===== config.mk =====
export PLATFORM = sky130hd
export DESIGN_NAME = module_multiplicador_seq
export DESIGN_NICKNAME = d
export VERILOG_FILES = /design/src/rtl/mult_pkg.sv /design/src/rtl/module_detector_flanco.sv /design/src/rtl/module_multiplicador_seq.sv
export SDC_FILE = /design/constraint.sdc
export NUM_CORES = 1
export LEC_CHECK = 0
export BUFFER_PORTS_ARGS = -buffer_cell sky130_fd_sc_hd__clkbuf_2
export CAP_MARGIN = 20
export CORE_ASPECT_RATIO = 1.4
export CORE_UTILIZATION = 55
export DETAILED_ROUTE_END_ITERATION = 12
export GPL_TIMING_DRIVEN = 0
export PLACE_DENSITY_LB_ADDON = 0.2
export SLEW_MARGIN = 25
export SYNTH_ARGS = -nofsm -noshare
export SYNTH_HDL_FRONTEND = slang
export SYNTH_SLANG_ARGS = --single-unit

===== constraint.sdc =====
create_clock -name clk -period 2.84 [get_ports clk]
set_input_delay 0.284 -clock clk [delete_from_list [all_inputs] [get_ports clk]]
set_output_delay 0.284 -clock clk [all_outputs]
set_load 0.1 [all_outputs]

===== src/rtl/mult_pkg.sv =====
// rtl/mult_pkg.sv - shared types and default width for the keypad multiplier
package mult_pkg;

   // Default operand width; the product is twice this wide
   localparam int WIDTH_DEF = 8;

   // Multiplier control states
   typedef enum logic [1:0] {
      IDLE = 2'd0,
      LOAD = 2'd1,
      RUN  = 2'd2,
      DONE = 2'd3
   } state_t;

endpackage


===== src/rtl/module_detector_flanco.sv =====
// rtl/module_detector_flanco.sv - registered rising-edge detector with programmable reset value
module module_detector_flanco #(
   parameter logic RST_VAL = 1'b1
) (
   input  logic clk,
   input  logic rst,
   input  logic sig,
   output logic rise
);

   logic sig_q;

   // Previous-value register; resetting to 1 masks a level already high at reset release
   always_ff @(posedge clk) begin
      if (rst) sig_q <= RST_VAL;
      else     sig_q <= sig;
   end

   assign rise = sig & ~sig_q;

endmodule


===== src/rtl/module_multiplicador_seq.sv =====
// rtl/module_multiplicador_seq.sv - shift-add sequential unsigned multiplier fed by the keypad stage
module module_multiplicador_seq
   import mult_pkg::*;
#(
   parameter int WIDTH = WIDTH_DEF
) (
   input  logic                 clk,
   input  logic                 rst,
   input  logic [WIDTH-1:0]     first_num,
   input  logic [WIDTH-1:0]     second_num,
   input  logic                 ready,
   output logic                 busy,
   output logic [2*WIDTH-1:0]   product,
   output logic                 product_valid
);

   localparam int CW = (WIDTH > 1) ? $clog2(WIDTH) : 1;
   localparam logic [CW-1:0] CNT_LAST = CW'(WIDTH - 1);

   state_t             state, state_n;
   logic               start;
   logic [WIDTH-1:0]   a;
   logic [2*WIDTH:0]   p;
   logic [2*WIDTH:0]   p_shift;
   logic [WIDTH:0]     upper_sum;
   logic [CW-1:0]      cnt;

   module_detector_flanco #(
      .RST_VAL (1'b1)
   ) u_ready_edge (
      .clk  (clk),
      .rst  (rst),
      .sig  (ready),
      .rise (start)
   );

   // One shift-add step: conditionally add the multiplicand into the upper half, then shift right
   always_comb begin
      upper_sum = p[2*WIDTH:WIDTH] + (p[0] ? {1'b0, a} : {(WIDTH+1){1'b0}});
      p_shift   = {1'b0, upper_sum, p[WIDTH-1:1]};
   end

   // State register
   always_ff @(posedge clk) begin
      if (rst) state <= IDLE;
      else     state <= state_n;
   end

   // Next-state and busy decode; a rise seen outside IDLE is simply dropped
   always_comb begin
      state_n = state;
      busy    = 1'b0;
      case (state)
         IDLE: begin
            if (start) state_n = LOAD;
         end
         LOAD: begin
            busy    = 1'b1;
            state_n = RUN;
         end
         RUN: begin
            busy = 1'b1;
            if (cnt == CNT_LAST) state_n = DONE;
         end
         DONE: begin
            busy    = 1'b1;
            state_n = IDLE;
         end
         default: state_n = IDLE;
      endcase
   end

   // Datapath: operands latched once in LOAD, product published from DONE with a one-cycle pulse
   always_ff @(posedge clk) begin
      if (rst) begin
         a             <= '0;
         p             <= '0;
         cnt           <= '0;
         product       <= '0;
         product_valid <= 1'b0;
      end else begin
         product_valid <= 1'b0;
         case (state)
            LOAD: begin
               a   <= first_num;
               p   <= {{(WIDTH+1){1'b0}}, second_num};
               cnt <= '0;
            end
            RUN: begin
               p   <= p_shift;
               cnt <= cnt + 1'b1;
            end
            DONE: begin
               product       <= p[2*WIDTH-1:0];
               product_valid <= 1'b1;
            end
            default: ;
         endcase
      end
   end

endmodule


==> key figures, run 1 <==
Global routing
  – Gr busiest metal: met2
  – Vias in the first global route: 1595
  – Initial antenna violation count: 0
  – All-Layer GR Usage: 0.214
  – Largest net degree at the start of global routing: 15
  – First-pass GRT wire length: 7.17 mm
  – GR Layer Usage met1: 0.245
  – Global-route met3 utilization: 0.0455
  – Total global routing overflow: 0
  – GR Util met2: 0.373

Status
  – Status: finished clean

Clocking
  – Clock H-tree levels: 2
  – Num CTS Buffers: 5
  – PostCTS Resize Cnt: 0
  – Root buf cell: clkbuf_8
  – Clock latency on the worst-skew pair: 0.31 ns
  – Hold buffers post-CTS: 0
  – Clock Sinks: 47
  – CTS clock-pin slew for the worst setup and hold paths: 0.09 ns
  – Post-CTS setup buffers: 0
  – Max Buffers Root-to-Sink: 2
  – TritonCTS clock tree: built

Floorplan
  – Die Width: 55.8 um
  – Die area: 4310 sq um
  – Core footprint: 3920 sq um
  – IO Count: 37
  – Row count: 27
  – Die height: 77.3 um
  – Initial Utilization: 0.568

Setup path
  – Startpoint types: flop
  – Critical path's slowest cell: or4b_1
  – Reg2reg end: p[13]
  – Crit path max fanout: 10
  – Crit-path cells: and2_1 -> ha_1 -> fa_1 -> a21o_1 -> a221o_1 -> or4b_1 -> nand3_1
  – Max incr delay on CP: 0.48 ns
  – Critical path required time: 3.09 ns
  – CP bufs+invs: 0
  – Critical Path Sink Type: flop
  – Worst reg-to-reg path cell count: 7
  – Crit-path leading delay family: simple AND/OR/NAND/NOR gates
  – WP data arrival: 2.68 ns
  – Reg-to-reg startpoint: p[0]
  – Setup Crit Path Kind: reg2reg
  – R2R Setup Slk: 0.41 ns

Yosys
  – Post-Syn Area: 2230 sq um
  – Cells after synthesis: 231
  – Synth warn: 0
  – Async S/R FF share, synth: 0
  – Post-Syn Area per Cell: 9.64 sq um
  – Register area share after synthesis: 0.423
  – Main synth FF type: dfxtp_1
  – Seq cells post-synth: 47
  – EDFF count, synth: 0
  – Syn_nets: 266
  – Distinct cells, synth: 39

Routing
  – DRC: 0
  – Routed WL per cell: 13.6 um
  – Router iterations before antenna repair: 4
  – Via count: 1728
  – Initial DRC count: 23
  – Drt via density: 5.45
  – Routed Antenna Nets: 0
  – Routed WL: 4.32 mm

STA
  – Worst-Margin Slew: 0.594 ns
  – Count of pins over their slew limit: 0
  – Final setup margin: 0.407 ns
  – Final-report setup violation count: 0
  – Post-route minimum period: 2.43 ns
  – Setup repair after global routing missed its margin: false
  – Post-route clock period utilization: 0.857
  – Final Hold Viols: 0
  – Maximum clock frequency: 0.411 GHz
  – Setup total negative slack: 0 ns
  – Clk_skew: 0.00653 ns
  – Hold Slack: 0.164 ns
  – Slew HR: 0.604

Place
  – DP HPWL: 3.09 mm
  – Post-Place Cells: 309
  – I/O Buffers: 35
  – Area post-placement: 2450 sq um
  – Global placement routability congestion: 0.788
  – Dpl ws: 0.445 ns

Finish
  – Layout Nets: 308
  – Post-layout util: 0.651
  – Area occupied by multi-input gates: 1210 sq um
  – Fraction of layout cells with a size suffix above 1: 0.190
  – Fill cell count: 358
  – Ant diodes: 0
  – Most frequent cells in the layout: 47 x dfxtp_1, 39 x nor2_1, 35 x clkbuf_2, 33 x mux2i_1, 15 x ha_1
  – Finished Cell Area: 2550 sq um
  – Area Overhead vs Synth: 14.6%
  – Commonest non-fill, non-tap cell in the layout: dfxtp_1
  – FF+latch area: 941 sq um
  – Finished Layout Cells: 317

Min path
  – Hold path endpoint: product_valid
  – Min-Delay Startpoint: rst
  – Hold Path Class: in2reg
  – Worst hold path depth: 2

Power and ir drop
  – VDD IR-drop max: 0.000613 V
  – Overall power: 1.98 mW
  – Lkg Pwr: 1.12 nW
  – Power per cell area: 777 nW/um^2

Flow run
  – Max-Cap Viols: 0
-- area by class of cell --
cell class	instances	area share
flip-flops and latches	47	0.369
repair buffers	35	0.0687
clock inverters	1	0.00343
multi-input cells	167	0.474
inverters	4	0.00589
well taps	43	0.0211
clock buffers	7	0.0339
plain buffers	13	0.0245
-- registers in the layout, summed over array words and instances, names as in the netlist --
| register | count |
|---|---|
| product | 16 |
| product_valid | 1 |
| p | 16 |
| u_ready_edge.sig_q | 1 |
| state | 2 |
| cnt | 3 |
| a | 8 |
-- worst max path at each step --
stage	cells after the start	endpoint	from
detailed placement	7	p[13]	p[0]
floorplan	7	p[13]	p[0]
global placement	7	p[13]	p[0]
CTS	7	p[13]	p[0]
finish	7	p[13]	p[0]
global route	7	p[13]	p[0]
-- cells in the mapped netlist (2+ instances only) --
master | instances | share of area
mux2i_1 | 33 | 0.15
a21oi_1 | 8 | 0.018
xor2_1 | 2 | 0.0079
nor2b_1 | 3 | 0.0084
clkbuf_1 | 9 | 0.015
buf_2 | 2 | 0.0045
nand2_1 | 11 | 0.019
nor2_1 | 39 | 0.066
o21ai_0 | 3 | 0.0067
a21o_1 | 2 | 0.0067
dfxtp_1 | 47 | 0.42
a211oi_1 | 10 | 0.034
and2_1 | 10 | 0.028
o211ai_1 | 2 | 0.0067
inv_1 | 4 | 0.0067
nand2b_1 | 5 | 0.014
nand3_1 | 4 | 0.0090
ha_1 | 15 | 0.084
or2_2 | 2 | 0.0056
-- routing by layer --
layer  vias to the layer above  part of all wire
li1                        887                 -
met1                       803              0.44
met2                        30              0.50
met3                         8             0.031
met4                         0             0.022
met5                         -                 0
-- kinds of logic after synthesis --
group | Yosys count | synth area share
flip-flops | 47 | 0.423
buffers and inverters | 17 | 0.0348
XOR/XNOR | 3 | 0.0118
multiplexers | 34 | 0.153
AO/OA/AOI/OAI | 34 | 0.107
AND/OR/NAND/NOR | 80 | 0.177
adder cells (fa/ha/maj) | 16 | 0.0933
-- power breakdown --
part	switching, mW	internal [mW]	total [mW]	leakage (nW)
Sequential	0.0766	0.760	0.837	0.382
Combinational	0.456	0.260	0.716	0.686
Clock	0.229	0.200	0.429	0.0484
Power figures use the tool's default switching activity.
==> run 2: changes to the inputs <==
--- a/config.mk
+++ b/config.mk
@@ -10,7 +10,6 @@
 export CORE_ASPECT_RATIO = 1.4
 export CORE_UTILIZATION = 55
 export DETAILED_ROUTE_END_ITERATION = 12
-export GPL_TIMING_DRIVEN = 0
 export PLACE_DENSITY_LB_ADDON = 0.2
 export SLEW_MARGIN = 25
 export SYNTH_ARGS = -nofsm -noshare
==> run 2 against run 1 <==
  * Register-to-register slack gained 0.06 ns
  * First-iteration DRC count grew to 2.7 times the previous value
  * Critical path type unchanged
  * Largest cell class unchanged
  * Core utilization shrank 0.96 points
  * Clock skew shrank 0.0017 ns
  * Count of clock-buffer cells in the layout shrank 1
  * Sequential share of layout area grew 0.55 points
==> key figures, run 2 (synthesized netlist as in run 1, its figures left out) <==
Status
  – Status: finished clean

Power and ir drop
  – Share of power burned in registers: 0.436 (+0.014)
  – Combinational share of power: 0.363 (+0.002)
  – Net Switching: 0.724 mW (-4.9%)
  – P_int: 1.19 mW (-2.0%)
  – Clock power frac: 0.201 (-0.015)
  – Sw Ratio: 0.377 (-0.00704)
  – Power per cell area: 764 nW/um^2 (-1.7%)
  – VDD IR-drop max: 0.000584 V (-4.7%)
  – Lkg Pwr: 1.10 nW (-1.4%)

Setup path
  – Crit path max fanout: 10 (unchanged)
  – WP data arrival: 2.62 ns (-0.06 ns)
  – Critical Path Sink Type: flop
  – Setup Crit Path Kind: reg2reg
  – Critical path's slowest cell: or4b_1
  – Crit-path cells: and2_1 -> ha_1 -> fa_1 -> a21o_1 -> a221o_1 -> or4b_1 -> nand3_1
  – Critical path required time: 3.08 ns (about the same)
  – Max incr delay on CP: 0.47 ns (about the same)
  – Worst reg-to-reg path cell count: 7 (unchanged)
  – Startpoint types: flop
  – R2R Setup Slk: 0.46 ns (+0.06 ns)

Clocking
  – Root buf cell: clkbuf_8
  – Clock H-tree levels: 2 (unchanged)
  – CTS clock-pin slew for the worst setup and hold paths: 0.08 ns (about the same)
  – Max Buffers Root-to-Sink: 2 (unchanged)
  – Hold buffers post-CTS: 0 (unchanged)
  – TritonCTS clock tree: built
  – Num CTS Buffers: 5 (unchanged)
  – Post-CTS setup buffers: 0 (unchanged)
  – Clock Sinks: 47 (unchanged)
  – Clock latency on the worst-skew pair: 0.30 ns (about the same)
  – PostCTS Resize Cnt: 0 (unchanged)

Floorplan
  – Die Width: 55.8 um (unchanged)
  – Row count: 27 (unchanged)
  – Core footprint: 3920 sq um (unchanged)
  – Die height: 77.3 um (unchanged)
  – Die area: 4310 sq um (unchanged)
  – Initial Utilization: 0.568 (unchanged)
  – IO Count: 37 (unchanged)

Routing
  – Via count: 1682 (-2.7%)
  – Routed Antenna Nets: 0 (unchanged)
  – Drt via density: 5.44 (-0.14%)
  – Routed WL per cell: 12.7 um (-6.8%)
  – Routed WL: 3.92 mm (-9.2%)
  – Initial DRC count: 61 (+170%)
  – Router iterations before antenna repair: 4 (unchanged)
  – DRC: 0 (unchanged)

STA
  – Setup total negative slack: 0 ns (unchanged)
  – Maximum clock frequency: 0.421 GHz (+2.4%)
  – Final-report setup violation count: 0 (unchanged)
  – Setup repair after global routing missed its margin: false
  – Clk_skew: 0.00487 ns (-0.00166 ns)
  – Post-route clock period utilization: 0.836 (-0.0203)
  – Count of pins over their slew limit: 0 (unchanged)
  – Slew HR: 0.538 (-0.0657)
  – Post-route minimum period: 2.38 ns (-0.0575 ns)
  – Worst-Margin Slew: 0.693 ns (+0.0985 ns)
  – Final Hold Viols: 0 (unchanged)
  – Hold Slack: 0.186 ns (+0.0214 ns)

Global routing
  – Initial antenna violation count: 0 (unchanged)
  – Total global routing overflow: 0 (unchanged)
  – First-pass GRT wire length: 6.90 mm (-3.8%)
  – All-Layer GR Usage: 0.201 (-0.0129)
  – Vias in the first global route: 1622 (+1.7%)
  – Largest net degree at the start of global routing: 33 (+18)

Finish
  – Fraction of layout cells with a size suffix above 1: 0.199 (+0.00947)
  – Commonest non-fill, non-tap cell in the layout: dfxtp_1
  – Regs by FF count: p (16), product (16), a (8)
  – Finished Cell Area: 2510 sq um (-1.5%)
  – Area Overhead vs Synth: 12.9%
  – Ant diodes: 0 (unchanged)
  – Post-layout util: 0.641 (-0.00958)
  – Most frequent cells in the layout: 47 x dfxtp_1, 39 x nor2_1, 36 x clkbuf_2, 33 x mux2i_1, 15 x ha_1
  – Layout Nets: 300 (-2.6%)

Flow run
  – Max-Cap Viols: 0 (unchanged)

Place
  – I/O Buffers: 36 (+2.9%)
  – Area post-placement: 2430 sq um (-1.1%)
  – Global placement routability congestion: 0.812 (+3.1%)
  – DP HPWL: 2.89 mm (-6.4%)

Min path
  – Worst hold path depth: 2 (unchanged)
  – Hold Path Class: in2reg
## run 2: cell types whose count changed in the layout (fill, tap and decap cells not counted), sizes merged
cell and change:
clkbuf -9, clkinvlp +1
## run 2: critical path: cells and delay by family (launching register included)
kind | cells | cell delay [ns]
and+or+nand+nor | 3 | 0.75
adders and majority gates | 2 | 0.62
AOI/OAI and AO/OA | 2 | 0.56
DFF | 1 | 0.39
## run 2: area by class of cell
type | instances | area (sq um)
fillers | 355 | 1410
multi-input cells | 167 | 1210
flip-flops and latches | 47 | 941
repair buffers | 40 | 210
clock buffers | 6 | 72.6
well taps | 43 | 53.8
inverters | 4 | 15.0
clock inverters | 2 | 12.5
## run 2: power groups by stage
| stage | Sequential, mW | Clock [mW] | Combinational [mW] |
|---|---|---|---|
| 5_1_grt | 0.855 | 0.425 | 0.769 |
| 6_report | 0.836 | 0.385 | 0.697 |
| 4_1_cts | 0.839 | 0.401 | 0.710 |
| 2_1_floorplan | 0.856 | 0 | 0.557 |
| 3_5_place_dp | 0.855 | 0 | 0.703 |
| 3_3_place_gp | 0.851 | 0 | 0.695 |
## run 2: through the flow
stage / worst slack, ns / total power, mW / cells
2_1_floorplan: 0.626 / 1.41 / 231
3_3_place_gp: 0.544 / 1.55 / 301
3_5_place_dp: 0.500 / 1.56 / 301
4_1_cts: 0.462 / 1.95 / 309
5_1_grt: 0.380 / 2.05 / 309
6_report: 0.464 / 1.92 / 309
## run 2: routing by layer
metal  global-route usage  wire length [um]  vias up
met5                    0                 0        -
met4               0.0825                66        0
met3               0.0388               112        7
met2                0.378              2040       24
met1                0.215              1700      784
li1                     -                 -      867
## run 2: worst paths after layout
path                             start            endpoint
worst max-delay path              p[0]               p[13]
worst min-delay path             ready  u_ready_edge.sig_q
worst max register to register    p[0]               p[13]
worst min register to register  cnt[1]              cnt[1]
==> run 3: changes to the inputs <==
==> constraint.sdc (replaced) <==
create_clock -name clk -period 2.4 [get_ports clk]
set_input_delay 0.24 -clock clk [delete_from_list [all_inputs] [get_ports clk]]
set_output_delay 0.24 -clock clk [all_outputs]
set_load 0.1 [all_outputs]
==> run 3 against run 2 <==
  * Non-clock buffer count is 3 higher
  * Sequential share of layout area is 0.31 points lower
  * Critical path type unchanged
  * Critical endpoint unchanged
  * Global-route usage is 0.69 points lower
  * Die area stayed put
  * Worst hold slack worse by 0.039 ns
  * Largest cell class unchanged
==> key figures, run 3 (synthesized netlist as in run 1, its figures left out) <==
Status
  – Status: finished clean

STA
  – Post-route minimum period: 2.25 ns (-0.123 ns)
  – Final-report setup violation count: 0 (unchanged)
  – Maximum clock frequency: 0.444 GHz (+5.4%)
  – Post-route clock period utilization: 0.939 (+0.102)
  – Worst-Margin Slew: 0.552 ns (-0.141 ns)
  – Setup total negative slack: 0 ns (unchanged)
  – Final setup margin: 0.147 ns (-0.317 ns)
  – Clk_skew: 0.00313 ns (-0.00175 ns)
  – Slew HR: 0.634 (+0.0958)
  – Final Hold Viols: 0 (unchanged)
  – Count of pins over their slew limit: 0 (unchanged)
  – Setup repair after global routing missed its margin: false

Clocking
  – Root buf cell: clkbuf_8
  – Hold buffers post-CTS: 0 (unchanged)
  – Post-CTS setup buffers: 0 (unchanged)
  – CTS clock-pin slew for the worst setup and hold paths: 0.08 ns (about the same)
  – TritonCTS clock tree: built
  – Clock H-tree levels: 2 (unchanged)
  – Clock Sinks: 47 (unchanged)
  – Clock latency on the worst-skew pair: 0.29 ns (about the same)
  – Max Buffers Root-to-Sink: 2 (unchanged)
  – PostCTS Resize Cnt: 0 (unchanged)
  – Num CTS Buffers: 5 (unchanged)

Routing
  – Routed WL per cell: 12.7 um (about the same)
  – Initial DRC count: 27 (-56%)
  – Router iterations before antenna repair: 4 (unchanged)
  – Via count: 1680 (-0.12%)
  – Routed Antenna Nets: 0 (unchanged)
  – Routed WL: 3.96 mm (+0.97%)
  – DRC: 0 (unchanged)
  – Drt via density: 5.38 (-1.1%)

Power and ir drop
  – Combinational share of power: 0.379 (+0.016)
  – P_int: 1.44 mW (+21%)
  – Lkg Pwr: 1.12 nW (+2.0%)
  – Net Switching: 0.861 mW (+19%)
  – Overall power: 2.30 mW (+20%)
  – Clock power frac: 0.196 (-0.005)
  – Power per cell area: 908 nW/um^2 (+19%)
  – VDD IR-drop max: 0.000792 V (+36%)
  – Sw Ratio: 0.374 (-0.00341)
  – Share of power burned in registers: 0.425 (-0.011)

Finish
  – Most frequent cells in the layout: 47 x dfxtp_1, 39 x nor2_1, 36 x clkbuf_2, 33 x mux2i_1, 15 x ha_1
  – Commonest non-fill, non-tap cell in the layout: dfxtp_1
  – Ant diodes: 0 (unchanged)
  – Finished Cell Area: 2530 sq um (+0.85%)
  – Fill cell count: 340 (-4.2%)
  – Regs by FF count: p (16), product (16), a (8)
  – Layout Nets: 303 (+1.0%)
  – Area Overhead vs Synth: 13.8%
  – Fraction of layout cells with a size suffix above 1: 0.212 (+0.0126)

Setup path
  – Critical path required time: 2.64 ns (-0.44 ns)
  – Startpoint types: flop
  – Crit path max fanout: 3 (-7)
  – Setup Crit Path Kind: reg2reg
  – Critical Path Sink Type: flop
  – WP data arrival: 2.49 ns (-0.13 ns)

Global routing
  – Largest net degree at the start of global routing: 45 (+36%)
  – First-pass GRT wire length: 6.74 mm (-2.3%)
  – Vias in the first global route: 1608 (-0.86%)
  – All-Layer GR Usage: 0.195 (-0.00689)
  – Initial antenna violation count: 0 (unchanged)
  – Total global routing overflow: 0 (unchanged)

Place
  – DP HPWL: 2.90 mm (+0.43%)
  – Area post-placement: 2450 sq um (+0.93%)
  – Global placement routability congestion: 0.784 (-3.5%)
  – Dpl ws: 0.177 ns (-0.323 ns)
  – I/O Buffers: 36 (unchanged)

Floorplan
  – Die area: 4310 sq um (unchanged)
  – Core footprint: 3920 sq um (unchanged)
  – IO Count: 37 (unchanged)
  – Die height: 77.3 um (unchanged)
  – Initial Utilization: 0.568 (unchanged)
  – Row count: 27 (unchanged)
  – Die Width: 55.8 um (unchanged)

Flow run
  – Max-Cap Viols: 0 (unchanged)

Min path
  – Hold Path Class: in2reg
==> run 3: cell count changes in the layout (fill, tap and decap cells not counted), sizes merged <==
cell,delta
clkinvlp,-1
buf,+3
clkbuf,-1
clkinv,+2
==> run 3: layout make-up <==
| class | instances | area (sq um) | share of cell area |
|---|---|---|---|
| sequential | 47 | 941 | 0.371 |
| multi-input combinational | 167 | 1210 | 0.477 |
| timing repair buffer | 43 | 233 | 0.0919 |
| tap | 43 | 53.8 | 0.0212 |
| clock buffer | 5 | 68.8 | 0.0272 |
| inverter | 4 | 15.0 | 0.00593 |
| clock inverter | 3 | 15.0 | 0.00593 |
==> run 3: worst max-delay path, cell delays in order (launching register included) <==
cell,delay [ns]
dfxtp_1,0.31
and2_1,0.16
ha_1,0.21
fa_1,0.41
a21o_1,0.20
a221o_1,0.35
or4b_1,0.47
nand3_1,0.09
==> run 3: per-stage QoR <==
step | util | std cells | hold slack, ns
detailed placement | 0.625 | 304 | 0.450
global placement | 0.625 | 304 | 0.446
finish | 0.647 | 312 | 0.147
global route | 0.647 | 312 | 0.159
CTS | 0.647 | 312 | 0.145
floorplan | - | 231 | 0.347
==> run 3: path summary, 6_finish.rpt <==
path | startpoint | end | slack, ns | cells after the start
max reg2reg | p[0] | p[13] | 0.15 | 7
min | ready | u_ready_edge.sig_q | 0.15 | 2
min reg2reg | cnt[1] | cnt[1] | 0.48 | 2
max | p[0] | p[13] | 0.15 | 7
==> run 3: metal layers <==
metal,track usage,part of all wire,vias to the layer above
li1,-,-,874
met1,0.208,0.43,777
met4,0.0525,0.0091,0
met5,0,0,-
met3,0.0455,0.032,4
met2,0.372,0.53,25
==> run 3: power groups by stage <==
stage / Combinational (mW) / Clock, mW / Sequential, mW
after global placement: 0.870 / 0 / 0.996
after CTS: 0.881 / 0.466 / 0.981
final: 0.872 / 0.451 / 0.978
after detailed placement: 0.879 / 0 / 0.998
after floorplan: 0.660 / 0 / 1.01
after global routing: 0.954 / 0.496 / 0.998
